--- src/rtl/xadc_chan_averager_if.sv ---
// Sample stream from the XADC DRP reader plus the AXI-lite register strobes
// and the averager's outputs, bundled as one port.
interface xadc_chan_averager_if;
  logic        sample_valid;
  logic [1:0]  sample_chan;
  logic [15:0] sample_data;
  logic        slv_reg_wren;
  logic [2:0]  axi_awaddr;
  logic [31:0] S_AXI_WDATA;
  logic        slv_reg_rden;
  logic [2:0]  axi_araddr;
  logic [31:0] rd_data;
  logic [3:0]  avg_valid;
  logic        irq;

  modport master (
    output sample_valid, sample_chan, sample_data,
    output slv_reg_wren, axi_awaddr, S_AXI_WDATA,
    output slv_reg_rden, axi_araddr,
    input  rd_data, avg_valid, irq
  );

  modport slave (
    input  sample_valid, sample_chan, sample_data,
    input  slv_reg_wren, axi_awaddr, S_AXI_WDATA,
    input  slv_reg_rden, axi_araddr,
    output rd_data, avg_valid, irq
  );
endinterface

--- src/rtl/xadc_chan_averager.sv ---
// Four-channel block averager for 12-bit XADC results: every 2^AVG_LOG2
// accepted samples of a channel produce a truncated mean, exposed over AXI registers.
module xadc_chan_averager #(
  parameter int AVG_LOG2 = 4
) (
  input  logic                S_AXI_ACLK,
  input  logic                S_AXI_ARESETN,
  xadc_chan_averager_if.slave bus
);
  localparam int ACC_W = 12 + AVG_LOG2;

  logic [ACC_W-1:0]    acc_q [4];
  logic [ACC_W-1:0]    acc_d [4];
  logic [AVG_LOG2-1:0] cnt_q [4];
  logic [AVG_LOG2-1:0] cnt_d [4];
  logic [11:0]         avg_q [4];
  logic [11:0]         avg_d [4];
  logic [3:0]          avg_valid_q, avg_valid_d;
  logic [3:0]          done_q, done_d, done_set, done_w1c;
  logic                enable_q, enable_d, irq_en_q, irq_en_d;
  logic [31:0]         rd_data_q, rd_data_d;
  logic                wr_ctrl, clr, accept;
  logic [1:0]          ch;
  logic [ACC_W-1:0]    sum;
  logic                unused_bits;

  assign unused_bits = ^{bus.S_AXI_WDATA[31:4], bus.sample_data[3:0]};

  assign ch      = bus.sample_chan;
  assign wr_ctrl = bus.slv_reg_wren && (bus.axi_awaddr == 3'd5);
  // Clear wins over a coincident sample, so the sample is simply not accepted.
  assign clr     = wr_ctrl && bus.S_AXI_WDATA[1];
  assign accept  = bus.sample_valid && enable_q && !clr;
  // Widest sum is 2^AVG_LOG2 * 4095, which still fits in ACC_W bits.
  assign sum     = acc_q[ch] + ACC_W'(bus.sample_data[15:4]);

  always_comb begin
    acc_d       = acc_q;
    cnt_d       = cnt_q;
    avg_d       = avg_q;
    avg_valid_d = avg_valid_q;
    done_set    = 4'd0;
    if (clr) begin
      for (int i = 0; i < 4; i++) begin
        acc_d[i] = '0;
        cnt_d[i] = '0;
      end
    end else if (accept) begin
      if (&cnt_q[ch]) begin
        avg_d[ch]       = sum[ACC_W-1:AVG_LOG2];
        acc_d[ch]       = '0;
        cnt_d[ch]       = '0;
        avg_valid_d[ch] = 1'b1;
        done_set[ch]    = 1'b1;
      end else begin
        acc_d[ch] = sum;
        cnt_d[ch] = cnt_q[ch] + AVG_LOG2'(1);
      end
    end
  end

  always_comb begin
    done_w1c  = (bus.slv_reg_wren && (bus.axi_awaddr == 3'd4)) ? bus.S_AXI_WDATA[3:0] : 4'd0;
    // A completion on the same edge as its W1C keeps the bit set.
    done_d    = (done_q & ~done_w1c) | done_set;
    enable_d  = wr_ctrl ? bus.S_AXI_WDATA[0] : enable_q;
    irq_en_d  = wr_ctrl ? bus.S_AXI_WDATA[2] : irq_en_q;
    rd_data_d = rd_data_q;
    if (bus.slv_reg_rden) begin
      case (bus.axi_araddr)
        3'd0, 3'd1, 3'd2, 3'd3: rd_data_d = {20'd0, avg_q[bus.axi_araddr[1:0]]};
        3'd4:                   rd_data_d = {28'd0, done_q};
        3'd5:                   rd_data_d = {29'd0, irq_en_q, 1'b0, enable_q};
        default:                rd_data_d = 32'd0;
      endcase
    end
  end

  always_ff @(posedge S_AXI_ACLK or negedge S_AXI_ARESETN) begin
    if (!S_AXI_ARESETN) begin
      for (int i = 0; i < 4; i++) begin
        acc_q[i] <= '0;
        cnt_q[i] <= '0;
        avg_q[i] <= '0;
      end
      avg_valid_q <= 4'd0;
      done_q      <= 4'd0;
      enable_q    <= 1'b1;
      irq_en_q    <= 1'b0;
      rd_data_q   <= 32'd0;
    end else begin
      acc_q       <= acc_d;
      cnt_q       <= cnt_d;
      avg_q       <= avg_d;
      avg_valid_q <= avg_valid_d;
      done_q      <= done_d;
      enable_q    <= enable_d;
      irq_en_q    <= irq_en_d;
      rd_data_q   <= rd_data_d;
    end
  end

  assign bus.rd_data   = rd_data_q;
  assign bus.avg_valid = avg_valid_q;
  assign bus.irq       = irq_en_q & (|done_q);
endmodule

--- src/flat_wrapper.sv ---
// flat-port wrapper written by rule: the top's interface ports become plain ports
module xadc_chan_averager_flat 
#(
  parameter int AVG_LOG2 = 4
)
  (S_AXI_ACLK, S_AXI_ARESETN, bus_sample_valid, bus_sample_chan, bus_sample_data, bus_slv_reg_wren, bus_axi_awaddr, bus_S_AXI_WDATA, bus_slv_reg_rden, bus_axi_araddr, bus_rd_data, bus_avg_valid, bus_irq);
  xadc_chan_averager_if bus_i ();
  input  logic S_AXI_ACLK;
  input  logic S_AXI_ARESETN;
  input wire logic [$bits(bus_i.sample_valid)-1:0] bus_sample_valid;
  input wire logic [$bits(bus_i.sample_chan)-1:0] bus_sample_chan;
  input wire logic [$bits(bus_i.sample_data)-1:0] bus_sample_data;
  input wire logic [$bits(bus_i.slv_reg_wren)-1:0] bus_slv_reg_wren;
  input wire logic [$bits(bus_i.axi_awaddr)-1:0] bus_axi_awaddr;
  input wire logic [$bits(bus_i.S_AXI_WDATA)-1:0] bus_S_AXI_WDATA;
  input wire logic [$bits(bus_i.slv_reg_rden)-1:0] bus_slv_reg_rden;
  input wire logic [$bits(bus_i.axi_araddr)-1:0] bus_axi_araddr;
  output wire logic [$bits(bus_i.rd_data)-1:0] bus_rd_data;
  output wire logic [$bits(bus_i.avg_valid)-1:0] bus_avg_valid;
  output wire logic [$bits(bus_i.irq)-1:0] bus_irq;
  assign bus_i.sample_valid = bus_sample_valid;
  assign bus_i.sample_chan = bus_sample_chan;
  assign bus_i.sample_data = bus_sample_data;
  assign bus_i.slv_reg_wren = bus_slv_reg_wren;
  assign bus_i.axi_awaddr = bus_axi_awaddr;
  assign bus_i.S_AXI_WDATA = bus_S_AXI_WDATA;
  assign bus_i.slv_reg_rden = bus_slv_reg_rden;
  assign bus_i.axi_araddr = bus_axi_araddr;
  assign bus_rd_data = bus_i.rd_data;
  assign bus_avg_valid = bus_i.avg_valid;
  assign bus_irq = bus_i.irq;
  xadc_chan_averager #(.AVG_LOG2(AVG_LOG2)) u_core (.S_AXI_ACLK(S_AXI_ACLK), .S_AXI_ARESETN(S_AXI_ARESETN), .bus(bus_i));
endmodule
--- config.mk ---
export PLATFORM = sky130hd
export DESIGN_NAME = xadc_chan_averager_flat
export DESIGN_NICKNAME = d
export VERILOG_FILES = /design/src/rtl/xadc_chan_averager_if.sv /design/src/rtl/xadc_chan_averager.sv /design/src/flat_wrapper.sv
export SDC_FILE = /design/constraint.sdc
export NUM_CORES = 1
export LEC_CHECK = 0
export BUFFER_PORTS_ARGS = -buffer_cell sky130_fd_sc_hd__buf_2
export CAP_MARGIN = 10
export CORE_UTILIZATION = 35
export DETAILED_ROUTE_END_ITERATION = 6
export HOLD_SLACK_MARGIN = 0.15
export SYNTH_ARGS = -nofsm -noshare
export SYNTH_HDL_FRONTEND = slang
export SYNTH_SLANG_ARGS = --single-unit
--- constraint.sdc ---
create_clock -name S_AXI_ACLK -period 6.15 [get_ports S_AXI_ACLK]
set_input_delay 1.845 -clock S_AXI_ACLK [delete_from_list [all_inputs] [get_ports S_AXI_ACLK]]
set_output_delay 1.845 -clock S_AXI_ACLK [all_outputs]
set_load 0.01 [all_outputs]
# == Word level (Yosys, flattened, before mapping) ==
# Cells that the tools add are included.
# totals
ff_bits,170
in_bits,61
output_inout_bits,37
word_cells,88
# op_classes
add_sub_neg,2
order_cmp,5
eq_ne,7
n_mux,31
n_bitwise,12
n_reduce_logical,14
# ops
op,count
64-bit two-way mux,3
16-bit two-way mux,6
64-bit AND,1
64-bit bitwise mux,1
64-bit inverter,1
48-bit bitwise mux,1
12-bit two-way mux,3
12-bit one-hot mux with 3 select lines,1
16-bit binary-select mux with 2-bit select,1
16-bit demux with 2-bit select,1
4-bit two-way mux,7
12-bit binary-select mux with 2-bit select,1
12-bit demux with 2-bit select,1
16-bit by 12-bit adder with 16-bit output,1
16-bit AND,1
16-bit bitwise mux,1
16-bit inverter,1
"3-bit equality test, second input constant",4
4-bit binary-select mux with 2-bit select,1
4-bit demux with 2-bit select,1
4-bit OR,2
4-bit OR reduction,2
1-bit logical AND,7
"3-bit by 2-bit equality test with 1-bit output, second input constant",2
other kinds (18),20

# == Depth between registers and ports, before layout ==
# depth
depth_word,10
ltp_mapped,12

# == Worst setup path after synthesis ==
# OpenSTA, ideal clock, no wires.
# synth_timing
path_kind,in2reg
startpoint,in bus_sample_chan[0]
endpoint,reg u_core.acc_q[27] in the netlist's numbering
arrival_ns,4.701
required_time_ns,6.028
slack_ns,1.328
path_stages,12
cell_sequence,buf_6 buf_4 buf_2 mux4_2 ha_1 a21o_1 o21bai_1 o21ai_1 a21oi_1 or3_1 clkbuf_1 a32o_1
# synth_via
elab_chain_len,10
word_cells_on_any_way,20
# synth_rtl
item,line,text
start: declaration,flat_wrapper.sv:11,input wire logic [$bits(bus_i.sample_chan)-1:0] bus_sample_chan;
2-bit inverter with 3-bit output (implied by the code) (*),-,
"parallel branches: the longest is 6 deep, another holds 16-bit by 12-bit adder with 16-bit output",-,
64-bit two-way mux (*),xadc_chan_averager.sv:49,if (&cnt_q[ch]) begin
64-bit two-way mux (*),xadc_chan_averager.sv:48,end else if (accept) begin
64-bit two-way mux (*),xadc_chan_averager.sv:43,if (clr) begin
end signal: indexed assignment,xadc_chan_averager.sv:82,acc_q[i] <= '0;
end signal: assignment,xadc_chan_averager.sv:92,acc_q <= acc_d;
end: declaration,xadc_chan_averager.sv:12,logic [ACC_W-1:0] acc_q [4];
# Every way passes the cells marked *. The select of a mux whose other input is x is not followed.
# A chain may end at the register's enable or synchronous reset.

# == Worst setup path in the final report ==
# layout_timing
startpoint,in bus_sample_chan[0]
endpoint,reg u_core.acc_q[44] in the netlist's numbering
# Same word-level chain as after synthesis.

==> results by group <==
Setup path
  – Crit-path most repeated cell: sky130_fd_sc_hd__o21ai_0
  – Critical path type: in -> reg
  – Number of buffer and inverter stages on the critical path: 2
  – Largest fanout of any net on the critical path: 17
  – Critical register-to-register path endpoint: u_core.acc_q[44]
  – Arrival time of data at the critical path endpoint: 5.19 ns
  – Number of cells traversed by the worst register-to-register path: 9
  – Critical path startpoint: bus_sample_chan[0]
  – Critical register-to-register path startpoint: u_core.acc_q[0]
  – Critical path, cell by cell: buf_2 > buf_4 > mux4_2 > ha_1 > a21o_1 > a221o_1 > a41oi_2 > o21ai_0 > xnor2_1 > o21ai_0
  – Longest individual stage delay on the worst path: 0.57 ns
  – Critical path startpoint category: primary input
  – Cell family with most CP delay: compound AO/OA/AOI/OAI gates
  – Endpoint required time on the critical path: 6.43 ns
  – Slowest cell on the critical path: sky130_fd_sc_hd__mux4_2
  – FF-to-FF setup slack: 2.73 ns
  – Crit end category: flop

Route
  – Uppermost signal routing layer after detailed routing: met4
  – Wl on met1: 8010 um
  – Routed wl met2: 8160 um
  – Met3 wire len: 744 um
  – Vias after detailed routing: 5038
  – Final routed DRC violation total: 0
  – Detailed Route Iter0 Violations: 295
  – Average wire length per cell after detail routing: 17.4 um
  – Antenna-violating nets left: 0
  – Length of the first detailed-routing pass in iterations: 4
  – Vias per std cell: 5.14
  – Routed wire length: 17100 um

Timing
  – Fin crit period: 4.92 ns
  – Setup repair after global routing missed its margin: false
  – Worst setup skew after layout: 0.00862 ns
  – Share of the clock period used by the worst path: 79.9%
  – Setup TNS: 0 ns
  – Count of pins over their slew limit: 0
  – Slew at the pin closest to its max-slew limit: 1.05 ns
  – Headroom to the max-slew limit: 29.8%
  – Setup slack after layout: 1.23 ns
  – Endpoints failing setup: 0
  – Final hold violation count: 0
  – Highest Clock Rate: 0.203 GHz

Global route
  – Pin count of the biggest net entering global routing: 116
  – Global route overflow: 0
  – GRT Util Overall: 17.2%
  – Number of antenna violations at the first check in global routing: 0
  – Vias in the first global route: 5179
  – First-pass GRT wire length: 28300 um

Floorplanning
  – Width of the chip: 147 um
  – Die ar.: 21600 um2
  – Number of primary I/O pins: 98
  – Core Box Area: 20400 um2
  – Starting density of the core: 35.9%
  – Overall die height: 147 um
  – Number of rows in the core area: 52

Clock network
  – Sinks on the clock net: 150
  – Maximum count of clock buffers along a single path: 2
  – Cts-stage hold buffer count: 0
  – Total number of H-tree levels: 4
  – Clock latency at the later pin of the worst-skew pair: 0.42 ns
  – TritonCTS clock tree: done
  – Num CTS Buffers: 17
  – Post-CTS Setup Repair Bufs: 0
  – Number of resized instances in the post-cts repair step: 0
  – Clk Tree Root Cell: sky130_fd_sc_hd__clkbuf_16
  – Clock transition at the register clock pins on the worst setup and hold paths after CTS: 0.07 ns

Synthesis
  – Number of cells produced by synthesis: 658
  – Number of distinct standard cells referenced by the synthesized netlist: 55
  – Share of the synthesized area in the top cell type: 50.8%
  – Number of enable flip-flop cells after synthesis: 0
  – Main area contributors after synthesis: sky130_fd_sc_hd__dfrtp_1 51%, sky130_fd_sc_hd__mux4_2 8.9%, sky130_fd_sc_hd__nand2_1 5.1%, sky130_fd_sc_hd__o21ai_0 4.3%, sky130_fd_sc_hd__buf_4 2.7%
  – Leading cell type by number of instances after synthesis: sky130_fd_sc_hd__dfrtp_1
  – Register area share after synthesis: 51.1%
  – Post-synth top flop: sky130_fd_sc_hd__dfrtp_1
  – Register bit total from synthesis: 150
  – Cell type with the highest aggregate area in the netlist: sky130_fd_sc_hd__dfrtp_1
  – Mean Syn Cell Area: 11.2 um2
  – Yosys Warn Count: 0
  – Most instantiated cells after synthesis: 149 x sky130_fd_sc_hd__dfrtp_1, 99 x sky130_fd_sc_hd__nand2_1, 63 x sky130_fd_sc_hd__o21ai_0
  – Post-synthesis async set-or-reset flop share: 100%
  – Total standard cell area after synthesis: 7340 um2

Outcome
  – Run status: finished clean

Power and ir drop
  – Leakage power of the design: 3.81 nW
  – IR drop worst, VDD: 0.155 mV
  – Power density over cell area: 393 nW/um2
  – Final total power: 3.28 mW

Layout
  – Relative area change from synthesis to final layout: 13.4%
  – Fin util: 40.8%
  – Multi-input gate area in the final layout: 3220 um2
  – Number of diodes: 0
  – Layout cells sized above 1: 21.0%
  – Filler Cells Inserted: 1958
  – Total Nets Final: 772
  – Combined flip-flop and latch cell area: 3750 um2

Hold path
  – Terminating pin of the worst hold path: u_core.bus.avg_valid[0]
  – Worst hold path stage count: 1
  – Worst hold path startpoint: u_core.bus.avg_valid[0]
  – Worst Hold Class: reg -> reg

Placed design
  – Port buffer count: 45
  – Worst setup timing slack at the placement stage: 0.736 ns
  – Post-detail-place hpwl: 11600 um
  – Global placement routability congestion: 0.791

Flow run
  – Number of violations of the max-capacitance limit: 0
-- worst reg2reg max path, stage by stage, from the launching register on --
cell	delay (ns)
sky130_fd_sc_hd__dfrtp_1	0.37
sky130_fd_sc_hd__mux4_2	0.46
sky130_fd_sc_hd__ha_1	0.24
sky130_fd_sc_hd__fa_1	0.44
sky130_fd_sc_hd__a21o_1	0.19
sky130_fd_sc_hd__a221o_1	0.36
sky130_fd_sc_hd__a41oi_2	0.32
sky130_fd_sc_hd__o21ai_0	0.15
sky130_fd_sc_hd__xnor2_1	0.52
sky130_fd_sc_hd__o21ai_0	0.21
-- layer usage --
layer  vias to the layer above  global-route usage [%]
li1                       2413                       -
met1                      2498                    23.4
met2                       116                    27.6
met3                        11                    3.54
met4                         0                    5.05
met5                         -                       0
-- sequential cells by signal, indices dropped and copies added, names as in the netlist --
signal / flops
u_core.cnt_q: 16
u_core.acc_q: 64
u_core.bus.avg_valid: 4
u_core.avg_q: 48
u_core.irq_en_q: 1
u_core.done_q: 4
u_core.enable_q: 1
u_core.bus.rd_data: 12
-- area by class of cell --
type	instances	share of cell area (%)
Timing Repair Buffer	58	3.95
Clock buffer	18	5.15
Clock inverter	14	2.01
Sequential cell	150	45.1
Multi-Input combinational cell	446	38.7
Inverter	24	1.08
Tap cell	270	4.06
-- report_power, final --
part           leakage (nW)  total [mW]  internal (mW)  switching (mW)
Clock                 0.283        1.05          0.610           0.440
Combinational          1.51       0.925          0.370           0.556
Sequential             2.02        1.30           1.19           0.107
-- cells by family after synthesis --
family | share of synthesized area (%)
and+or+nand+nor | 10.8
AOI/OAI and AO/OA | 15.1
DFF | 51.1
buffers and inverters | 6.00
muxes | 12.7
adders and majority gates | 2.49
xor gates and xnor gates | 1.65
other | 0.0511
-- through the flow --
step | cells | cell area, um2 | hold WS [ns]
floorplan | 677 | 7410 | 0.442
global placement | 948 | 7730 | 0.445
detailed placement | 948 | 7730 | 0.451
CTS | 980 | 8330 | 0.468
global route | 980 | 8330 | 0.496
finish | 980 | 8330 | 0.459
-- worst max-delay path by stage --
| stage | to | slack (ns) | depth (start not counted) |
|---|---|---|---|
| global route | u_core.avg_q[8] | 0.96 | 10 |
| CTS | u_core.acc_q[44] | 1.20 | 10 |
| detailed placement | u_core.acc_q[44] | 0.74 | 10 |
| finish | u_core.acc_q[44] | 1.23 | 10 |
| floorplan | u_core.acc_q[27] | 1.33 | 12 |
| global placement | u_core.avg_q[8] | 0.79 | 10 |
-- cells in the final DEF (no fill, tap or decap), types with 6 or more instances in the layout --
cell,count
sky130_fd_sc_hd__and2_1,6
sky130_fd_sc_hd__buf_4,13
sky130_fd_sc_hd__a21o_1,6
sky130_fd_sc_hd__xnor2_1,8
sky130_fd_sc_hd__a32o_1,8
sky130_fd_sc_hd__mux2i_1,11
sky130_fd_sc_hd__a211oi_1,9
sky130_fd_sc_hd__nand3_1,15
sky130_fd_sc_hd__nand2_1,99
sky130_fd_sc_hd__and3_1,6
sky130_fd_sc_hd__ha_1,13
sky130_fd_sc_hd__o21ai_2,8
sky130_fd_sc_hd__a22o_1,20
sky130_fd_sc_hd__a21oi_1,21
sky130_fd_sc_hd__mux2_2,8
sky130_fd_sc_hd__nor3_1,8
sky130_fd_sc_hd__o22ai_1,8
sky130_fd_sc_hd__mux4_2,29
sky130_fd_sc_hd__nor2_1,31
sky130_fd_sc_hd__buf_2,44
sky130_fd_sc_hd__o21ai_0,63
sky130_fd_sc_hd__conb_1,20
sky130_fd_sc_hd__dfrtp_1,149
sky130_fd_sc_hd__inv_1,24
sky130_fd_sc_hd__clkbuf_16,17
No activity file was read; power rests on OpenSTA's default activity.
